**config.mk**
```make
export PLATFORM = sky130hd
export DESIGN_NAME = tlc1543_scan_sched
export DESIGN_NICKNAME = d
export VERILOG_FILES = /design/src/rtl/tlc1543_scan_sched.sv
export SDC_FILE = /design/constraint.sdc
export NUM_CORES = 1
export LEC_CHECK = 0
export CORE_ASPECT_RATIO = 0.75
export CORE_MARGIN = 3
export CORE_UTILIZATION = 59
export CTS_CLUSTER_SIZE = 8
export DETAILED_ROUTE_END_ITERATION = 8
export HOLD_SLACK_MARGIN = 0.15
export PLACE_DENSITY_LB_ADDON = 0.1
export SLEW_MARGIN = 25
export SYNTH_ARGS = -nofsm -noshare
export SYNTH_HDL_FRONTEND = slang
export SYNTH_SLANG_ARGS = --single-unit
```
**constraint.sdc**
```tcl
create_clock -name clk_50m -period 2.3 [get_ports clk_50m]
set_input_delay 0.23 -clock clk_50m [delete_from_list [all_inputs] [get_ports clk_50m]]
set_output_delay 0.23 -clock clk_50m [all_outputs]
set_load 0.005 [all_outputs]
```
**src/rtl/tlc1543_scan_sched.sv**
```systemverilog
// TLC1543 scan scheduler: periodic ascending channel walk with the
// ADC's one-transfer result lag, a flush transfer and a result bank.
module tlc1543_scan_sched #(
   parameter int CH_NUM      = 11,
   parameter int PERIOD_CYC  = 50000,
   parameter int TIMEOUT_CYC = 4096,
   parameter int FLUSH_ADDR  = 11
) (
   input  logic              clk_50m,
   input  logic              rst,
   input  logic              scan_en,
   input  logic [CH_NUM-1:0] ch_mask,
   output logic              conv_start,
   output logic [3:0]        conv_ch,
   input  logic              conv_done,
   input  logic [9:0]        conv_data,
   input  logic [3:0]        rd_ch,
   output logic [9:0]        rd_data,
   output logic [CH_NUM-1:0] data_valid,
   output logic              busy,
   output logic              scan_done,
   output logic              timeout_err,
   output logic              overrun_err,
   input  logic              err_clr
);

   localparam int PW = $clog2(PERIOD_CYC);
   localparam int TW = $clog2(TIMEOUT_CYC + 1);

   typedef enum logic [2:0] {
      S_IDLE, S_ISSUE, S_WAIT, S_STORE, S_FLUSH, S_FWAIT
   } state_t;

   state_t            r_state;
   logic [PW-1:0]     r_per;
   logic [TW-1:0]     r_to;
   logic [CH_NUM-1:0] r_mask;
   logic [3:0]        r_prev_ch;
   logic              r_prev_v;
   logic [9:0]        r_cdata;
   logic [9:0]        r_bank [CH_NUM];
   logic              w_tick;

   function automatic logic [3:0] f_low(input logic [CH_NUM-1:0] m);
      f_low = '0;
      for (int i = CH_NUM - 1; i >= 0; i--)
         if (m[i]) f_low = 4'(i);
   endfunction

   assign w_tick = scan_en && (r_per == PW'(PERIOD_CYC - 1));

   always_ff @(posedge clk_50m) begin
      if (rst || !scan_en) r_per <= '0;
      else if (w_tick)     r_per <= '0;
      else                 r_per <= r_per + PW'(1);
   end

   // ISSUE/FLUSH are the cycles in which the registered conv_start is high
   always_ff @(posedge clk_50m) begin
      if (rst) begin
         r_state     <= S_IDLE;
         r_to        <= '0;
         r_mask      <= '0;
         r_prev_ch   <= '0;
         r_prev_v    <= 1'b0;
         r_cdata     <= '0;
         r_bank      <= '{default: '0};
         conv_start  <= 1'b0;
         conv_ch     <= '0;
         data_valid  <= '0;
         busy        <= 1'b0;
         scan_done   <= 1'b0;
         timeout_err <= 1'b0;
         overrun_err <= 1'b0;
      end else begin
         conv_start <= 1'b0;
         scan_done  <= 1'b0;
         if (err_clr) begin
            timeout_err <= 1'b0;
            overrun_err <= 1'b0;
         end
         if (w_tick && busy) overrun_err <= 1'b1;
         unique case (r_state)
            S_IDLE: begin
               if (w_tick && (|ch_mask)) begin
                  r_mask     <= ch_mask & (ch_mask - CH_NUM'(1));
                  conv_ch    <= f_low(ch_mask);
                  conv_start <= 1'b1;
                  busy       <= 1'b1;
                  r_state    <= S_ISSUE;
               end
            end
            S_ISSUE: begin
               r_to    <= TW'(1);
               r_state <= S_WAIT;
            end
            S_WAIT: begin
               if (conv_done) begin
                  r_cdata <= conv_data;
                  r_state <= S_STORE;
               end else if (r_to == TW'(TIMEOUT_CYC - 1)) begin
                  timeout_err <= 1'b1;
                  busy        <= 1'b0;
                  r_prev_v    <= 1'b0;
                  r_state     <= S_IDLE;
               end else begin
                  r_to <= r_to + TW'(1);
               end
            end
            S_STORE: begin
               if (r_prev_v) begin
                  r_bank[r_prev_ch]     <= r_cdata;
                  data_valid[r_prev_ch] <= 1'b1;
               end
               r_prev_ch  <= conv_ch;
               r_prev_v   <= 1'b1;
               conv_start <= 1'b1;
               if (|r_mask) begin
                  conv_ch <= f_low(r_mask);
                  r_mask  <= r_mask & (r_mask - CH_NUM'(1));
                  r_state <= S_ISSUE;
               end else begin
                  conv_ch <= 4'(FLUSH_ADDR);
                  r_state <= S_FLUSH;
               end
            end
            S_FLUSH: begin
               r_to    <= TW'(1);
               r_state <= S_FWAIT;
            end
            S_FWAIT: begin
               if (conv_done) begin
                  if (r_prev_v) begin
                     r_bank[r_prev_ch]     <= conv_data;
                     data_valid[r_prev_ch] <= 1'b1;
                  end
                  r_prev_v  <= 1'b0;
                  busy      <= 1'b0;
                  scan_done <= 1'b1;
                  r_state   <= S_IDLE;
               end else if (r_to == TW'(TIMEOUT_CYC - 1)) begin
                  timeout_err <= 1'b1;
                  busy        <= 1'b0;
                  r_prev_v    <= 1'b0;
                  r_state     <= S_IDLE;
               end else begin
                  r_to <= r_to + TW'(1);
               end
            end
            default: r_state <= S_IDLE;
         endcase
      end
   end

   always_ff @(posedge clk_50m) begin
      if (rst)                      rd_data <= '0;
      else if (rd_ch < 4'(CH_NUM))  rd_data <= r_bank[rd_ch];
      else                          rd_data <= '0;
   end

endmodule

```
### Yosys cells after proc, flatten, opt, wreduce, memory -nomap -nowiden

Index checks and enable logic that the tools add are counted.

| word-level totals | value |
|---|---|
| bits in registers | 198 |
| input bits | 30 |
| output and inout bits | 30 |
| word-level logic and storage cells | 158 |

| operators by class | value |
|---|---|
| $add $sub $neg | 4 |
| order comparisons | 6 |
| equality and inequality tests | 15 |
| muxes and demuxes | 71 |
| bitwise gates (word level) | 7 |
| reductions and logical operators | 29 |

Operators by type and width:

| operator | count |
|---|---|
| $mux 110 | 3 |
| $bwmux 110 | 2 |
| $pmux 110 s2 | 1 |
| $mux 4 | 24 |
| $mux 11 | 4 |
| $pmux 11 s2 | 2 |
| $bmux 10 s4 | 1 |
| $demux 10 s4 | 1 |
| $mux 10 | 3 |
| $mux 13 | 2 |
| $pmux 13 s2 | 1 |
| $and 11x11->11 | 2 |
| $reduce_or 11->1 | 2 |
| $sub 11x1->11 const B | 2 |
| $pmux 3 s6 | 1 |
| $add 16x1->16 const B | 1 |
| $eq 16x16->1 const B | 1 |
| $mux 1 | 16 |
| $ne 2x2->1 const B | 8 |
| $mux 3 | 5 |
| $add 13x1->13 const B | 1 |
| $eq 13x12->1 const B | 1 |
| $or 11x11->11 | 1 |
| $ge 5x5->1 const B | 2 |
| other kinds (23) | 45 |

### Longest topological paths before layout

Gate-level depths: netlist of the first run.

| depth | value |
|---|---|
| depth after elaboration | 13 |
| gate-level depth with buffers | 7 |
| gate-level depth less buffers | 6 |

### Worst setup path after synthesis of the first run

OpenSTA, ideal clock, no wires.

| path | value |
|---|---|
| kind | register to register |
| from | reg r_to[0] |
| to | reg r_to[8] |
| data arrival time | 1.862 ns |
| data required time | 2.226 ns |
| path slack | 0.364 ns |
| cell stages (with the launch flop) | 8 |
| path buffers | 1 |
| path through | dfxtp_1 > ha_1 > nand3_1 > or4_4 > buf_6 > and2_4 > a211o_1 > a31oi_1 |

| on the way | value |
|---|---|
| cells in the longest elaborated chain, start to end | 4 |
| elaborated cells between the ends (all ways) | 7 |
| those cells by class | add/sub (1); eq/ne (2); mux (3); reduce/logical (1) |

Ends and longest elaborated chain:

| element | line | text |
|---|---|---|
| start, declared | 36 | `logic [TW-1:0] r_to;` |
| start signal, assigned | 107 | `r_to <= r_to + TW'(1);` |
| start signal, assigned | 147 | `r_to <= r_to + TW'(1);` |
| $add 13x1->13 | 107, 147 |  |
| $mux 13 | 101, 141 |  |
| $mux 13 | 98 | `if (conv_done) begin` |
| $pmux 13 s2 | 83 | `unique case (r_state)` |

Parallel ways exist; a longest one is shown, timed or not. The select of a mux whose other input is x is not followed.
A chain may end at the register's enable or synchronous reset.

### Worst setup path after layout of the first run

| path | value |
|---|---|
| from | reg r_per[6] |
| to | reg r_per[6] |

| on the way | value |
|---|---|
| cells in the longest elaborated chain, start to end | 3 |
| elaborated cells between the ends (all ways) | 4 |
| those cells by class | add/sub (1); eq/ne (1); reduce/logical (2) |

Ends and longest elaborated chain:

| element | line | text |
|---|---|---|
| start, declared | 35 | `logic [PW-1:0] r_per;` |
| start signal, assigned | 55 | `else r_per <= r_per + PW'(1);` |
| branches (longest 3 deep; another with $add 16x1->16) | -- |  |

Several ways; the timed one is not identified.

==> qor.csv, run 1 <==
metric,value,unit
RR Endpoint,r_per[6]$_SDFF_PP0_,
WHS Endpoint,r_mask[5]$_SDFFE_PP0P_,
Tot GR Track Use,27.7,%
RSZ-0062 raised after global routing,false,
1st-iter DRT viols,746,
Max Cap Violations,0,
Reg2Reg Setup Slack,0.17,ns
dpl hpwl,14800,um
Place WS,0.118,ns
Reg area,3940,um2
Slew @ Worst Pin,0.825,ns
grt total ovfl,0,
worst skew pair latency,0.43,ns
fin nets,1023,
switch share,23.7,%
Horiz. Die Dim,145,um
Reg-to-Reg Start,r_per[6]$_SDFF_PP0_,
DR DRC count,0,
clock transition at the registers of the reported paths,0.07,ns
gr busiest metal,met2,
FF-to-FF path depth,6,
CTS Buf Count,17,
final hold vios,0,
Rel. slew slack,43.9,%
CP Data Arrival Time,2.43,ns
Clock power frac,43.7,%
via count,7354,
Syn Inst Count,942,
dominant synthesized flop cell,dfxtp_1,
Util after Layout,72.6,%
die area,15900,um2
routing usage on met3,5.91,%
status,"finished, final reports clean",
Detailed Route WL,21800,um
Worst VDD drop,0.536,mV
Placer Congestion,0.938,
first-pass GRT wire length,34900,um
remaining antenna violation count,0,
global-route met1 utilization,39.8,%
# H-tree levels,4,
num ports,60,
asr flop ratio synth,0,%
total negative slack,0,ns
Crit. End Element,flip-flop,
register share of total power,51.2,%
max-slew violations,0,
CP peak stage delay,0.56,ns
combinational power share,5.1,%
Initial Util,61.2,%
area delta synth->final,18.7,%
Fin Hold WS,0.268,ns
#FFs+latches synth,197,
Post-synth EDFFs,0,
Max clock buf depth,2,
WS Path Type,flip-flop to flip-flop,
min Tclk post-route,2.13,ns
met2 Use GR,42.6,%
wire length per cell,18.2,um
Worst Path Max Fanout,16,
Syn Area/Cell,9.05,um2
area of the mapped netlist,8530,um2
number of port buffers,59,
Power Internal,5.12,mW
Leak,3.35,nW
Die Y,110,um
Setup Skew,0.0140,ns
share of layout cells above drive strength 1,11.4,%
Placed Instances,1167,
multi-input combinational cell area,4180,um2
final worst slack,0.174,ns
crit-path cells,nand2_1 > or4_1 > nor4_1 > or3b_1 > buf_4 > nor2_1,
DRT Pass-1 Iters,5,
Final Cycle Share,92.4,%
Yosys cell types,59,
Worst setup SP type,flip-flop,
worst min path class,input port to flip-flop,
"Max stage delay cell, worst path",nor4_1,
post-detailed-route via-to-cell ratio,6.13,
pwr dens,663,nW/um2
hold path startpoint,rst,
CTS sink count,197,
ant diodes,0,
maximum clock rate,0.470,GHz
Final Setup Violations,0,
fin cells,1199,
CTS tree,yes,
Row Count,37,
"Seq/Total Area, Yosys",46.2,%
largest net degree at the start of global routing,50,
Core ar.,13900,um2
YS warnings,0,
vias in the first global route,6891,
initial antenna violation count,0,
Cells on Worst Hold Path,2,
Sw Pwr,1.59,mW
Worst Path Required,2.61,ns
# fillers,1051,
Root Buffer,clkbuf_16,
Syn Nets,974,
## flip-flops by register name, summed over array words and instances, names as in the netlist
name,flops
busy,1
conv_ch,4
conv_start,1
data_valid,11
overrun_err,1
r_bank,110
r_cdata,10
r_mask,10
r_per,16
r_prev_ch,4
r_prev_v,1
r_state,3
r_to,13
rd_data,10
scan_done,1
timeout_err,1
## cells in the final DEF, fill, tap and decap left out, drive strengths merged, types with 12 or more instances in the layout
master and instances:
a21oi 37, mux4 20, dfxtp 197, nand2 49
inv 29, nor3 13, nand3 25, clkdlybuf4s50 57
a211oi 115, o22ai 12, clkbuf 20, xor2 13
buf 52, and2 15, nor2 185, mux2i 31
## cells in the mapped netlist, drive strengths merged (2+ instances only)
master	count	area share (%)
dfxtp	197	46
nor2	185	8.1
a211oi	115	10
clkbuf	62	2.7
nand2	49	2.2
a21oi	37	2.2
mux2i	31	3.6
nand3	25	1.5
inv	23	1.0
mux4	20	5.3
buf	17	1.2
and2	15	1.1
nor3	13	0.82
xor2	13	1.3
o22ai	12	0.88
o2bb2ai	10	1.0
o21ai	9	0.53
nor4	8	0.76
o211ai	8	0.70
xnor2	8	0.82
nand2b	7	0.51
nand3b	7	0.62
nand4	6	0.44
nor2b	6	0.44
or3	6	0.45
or4	6	0.57
and3	5	0.37
o311ai	5	0.51
a22oi	3	0.26
a31oi	3	0.22
and3b	3	0.31
o21bai	3	0.26
o32ai	3	0.31
o41ai	3	0.31
a211o	2	0.21
a21o	2	0.18
a221o	2	0.23
ha	2	0.29
or3b	2	0.21
## repair_timing
| item | 4_1_cts | 5_1_grt |
|---|---|---|
| setup buffers | 0 | 0 |
| gates resized for setup | 0 | 1 |
| hold buffers | 0 | 0 |
| endpoints found under the setup margin | 0 | 1 |
## power groups by stage
stage | clock, mW | combinational (mW) | sequential [mW]
after CTS | 2.98 | 0.333 | 3.44
after global placement | 0 | 0.322 | 3.51
after detailed placement | 0 | 0.331 | 3.52
after floorplan | 0 | 0.202 | 3.51
final | 2.93 | 0.341 | 3.44
after global routing | 3.11 | 0.365 | 3.44
## through the flow
| stage | area, um2 | power (mW) |
|---|---|---|
| CTS | 10100 | 6.74 |
| global placement | 9530 | 3.84 |
| global route | 10100 | 6.91 |
| finish | 10100 | 6.71 |
| floorplan | 8530 | 3.71 |
| detailed placement | 9530 | 3.85 |
## kinds of logic after synthesis
logic type / count (synthesis) / share of synthesized area [%]
mux: 51 / 8.92
compound gates: 222 / 18.5
flops: 197 / 46.2
simple gates: 347 / 18.9
buf+inv: 102 / 4.96
xor+xnor: 21 / 2.16
fa+ha+maj: 2 / 0.293
## metal layers
layer,part of all wire (%),up-vias,wire length (um)
met5,0,-,0
met4,1.3,0,284
met3,7.6,35,1660
met2,45,267,9900
met1,46,3567,9960
li1,-,3485,-
## cell type report
cell class                 instances  area share (%)
multi-input combinational        643            41.3
sequential                       197            39.0
timing repair buffer             109            10.7
clock buffer                      20            4.41
tap                              195            2.41
clock inverter                    12            1.35
inverter                          23           0.853
## worst max path at each step
stage	cells past startpoint	startpoint	slack, ns	to
2_1_floorplan	7	r_to[0]$_SDFFE_PP0P_	0.36	r_to[8]$_SDFFE_PP0P_
3_3_place_gp	7	ch_mask[0]	0.17	r_mask[3]$_SDFFE_PP0P_
3_5_place_dp	6	ch_mask[0]	0.12	r_mask[7]$_SDFFE_PP0P_
4_1_cts	6	r_to[0]$_SDFFE_PP0P_	0.19	r_to[8]$_SDFFE_PP0P_
5_1_grt	6	r_to[0]$_SDFFE_PP0P_	0.05	busy$_SDFFE_PP0P_
6_report	6	r_per[6]$_SDFF_PP0_	0.17	r_per[6]$_SDFF_PP0_
## worst max-delay path: cells and delay by family (launching register included)
family        cells  cell delay [ns]
buf+inv           1             0.21
simple gates      5             1.39
flops             1             0.41
No activity file was read; power rests on OpenSTA's default activity.
==> run 2: changes to the inputs <==
- RECOVER_POWER: unset -> 50
- TNS_END_PERCENT: unset -> 20
==> run 2 against run 1 <==
Against the previous run: sequential power hardly changed; largest power group unchanged; utilization down 0.18 points; clock power hardly changed; highest routed layer unchanged.
==> qor.csv, run 2 (synthesis gave the netlist of run 1 again) <==
metric,value,unit
via count,7324,
num ports,60,
Slew @ Worst Pin,0.850,ns
grt total ovfl,0,
Placer Congestion,0.938,
clock transition at the registers of the reported paths,0.08,ns
Detailed Route WL,21800,um
worst min path class,input port to flip-flop,
post_cts resized,0,
# fillers,1060,
# H-tree levels,4,
Placed Instances,1167,
Initial Util,61.2,%
total power,6.71,mW
Worst VDD drop,0.541,mV
"Max stage delay cell, worst path",or4_4,
number of port buffers,59,
Horiz. Die Dim,145,um
Setup Skew,0.0136,ns
Leak,3.42,nW
Max Cap Violations,0,
Post-CTS Setup Inserts,0,
dpl hpwl,14800,um
Core ar.,13900,um2
Post-CTS Hold Buffers,0,
fin nets,1023,
status,"finished, final reports clean",
Final Setup Violations,0,
share of layout cells above drive strength 1,10.8,%
vias in the first global route,6891,
CP Buf/Inv Count,0,
CP peak stage delay,0.59,ns
total negative slack,0,ns
Tot GR Track Use,27.7,%
1st-iter DRT viols,593,
Top delay family on crit path,simple AND/OR/NAND/NOR gates,
CP Data Arrival Time,2.48,ns
Worst setup SP type,flip-flop,
final hold vios,0,
DRT Pass-1 Iters,5,
wire length per cell,18.2,um
DR DRC count,0,
maximum clock rate,0.471,GHz
initial antenna violation count,0,
max-slew violations,0,
Die Y,110,um
Root Buffer,clkbuf_16,
CTS Buf Count,17,
Worst Path Max Fanout,10,
CTS tree,yes,
Util after Layout,72.5,%
Crit. End Element,flip-flop,
most flop-heavy register,r_bank,
worst skew pair latency,0.43,ns
most frequent cells in the layout,"dfxtp_1, nor2_1, a211oi_1",
Row Count,37,
ant diodes,0,
max FFs per register,110,
WS Path Type,flip-flop to flip-flop,
DP Area,9530,um2
Reg area,3940,um2
first-pass GRT wire length,34900,um
multi-input combinational cell area,4170,um2
Place WS,0.118,ns
largest net degree at the start of global routing,50,
die area,15900,um2
Rel. slew slack,42.2,%
Worst Path Required,2.65,ns
CTS sink count,197,
pwr dens,664,nW/um2
RSZ-0062 raised after global routing,false,
crit-path cells,ha_1 > nand3_1 > or4_4 > and2_4 > a211o_1 > a31oi_1,
fin cells,1199,
Final Cycle Share,92.3,%
Fin Hold WS,0.255,ns
final worst slack,0.178,ns
Regs by FF count,"r_bank (110), r_per (16), r_to (13)",
post-detailed-route via-to-cell ratio,6.11,
post-route cell area,10100,um2
remaining antenna violation count,0,
min Tclk post-route,2.12,ns
Max clock buf depth,2,
area delta synth->final,18.4,%
"most common cell after layout, fill and taps aside",dfxtp_1,
==> run 2: cell count changes in the layout (fill, tap and decap cells not counted) <==
cell / previous run / this run
clkdlybuf4s50_1: 57 / 27
dlygate4sd3_1: 0 / 30
and2_0: 0 / 9
and2_1: 14 / 5
buf_4: 41 / 38
clkbuf_1: 2 / 5
nor3_1: 10 / 12
nor3_2: 3 / 1
buf_2: 1 / 0
clkbuf_2: 0 / 1
or4b_1: 0 / 1
or4b_4: 1 / 0
==> run 2: area by class of cell <==
type                            count  share of cell area [%]
Multi-Input combinational cell    643                    41.3
Clock buffer                       20                    4.42
Clock inverter                     12                    1.35
Inverter                           23                   0.855
Timing Repair Buffer              109                    10.6
Sequential cell                   197                    39.1
Tap cell                          195                    2.42
==> run 2: path summary, 6_finish.rpt <==
kind	start	endpoint	slack (ns)	depth (start not counted)
setup / recovery	r_to[0]$_SDFFE_PP0P_	r_to[8]$_SDFFE_PP0P_	0.18	6
hold / removal	rst	r_mask[5]$_SDFFE_PP0P_	0.25	2
setup reg to reg	r_to[0]$_SDFFE_PP0P_	r_to[8]$_SDFFE_PP0P_	0.18	6
hold reg to reg	r_cdata[8]$_SDFFE_PP0P_	r_cdata[8]$_SDFFE_PP0P_	0.46	2
==> run 2: routing by layer <==
metal	up-vias	global-route usage (%)	routed length [um]
met5	-	0	0
met4	0	7.46	216
met3	27	5.91	1710
met2	273	42.6	9910
met1	3536	39.8	9920
li1	3488	-	-
==> run 2: power breakdown <==
part	internal [mW]	total [mW]	leakage [nW]	switching, mW
clock network	1.57	2.93	0.279	1.37
registers	3.42	3.44	1.59	0.0161
logic	0.135	0.341	1.56	0.206
total	5.12	6.71	3.42	1.59
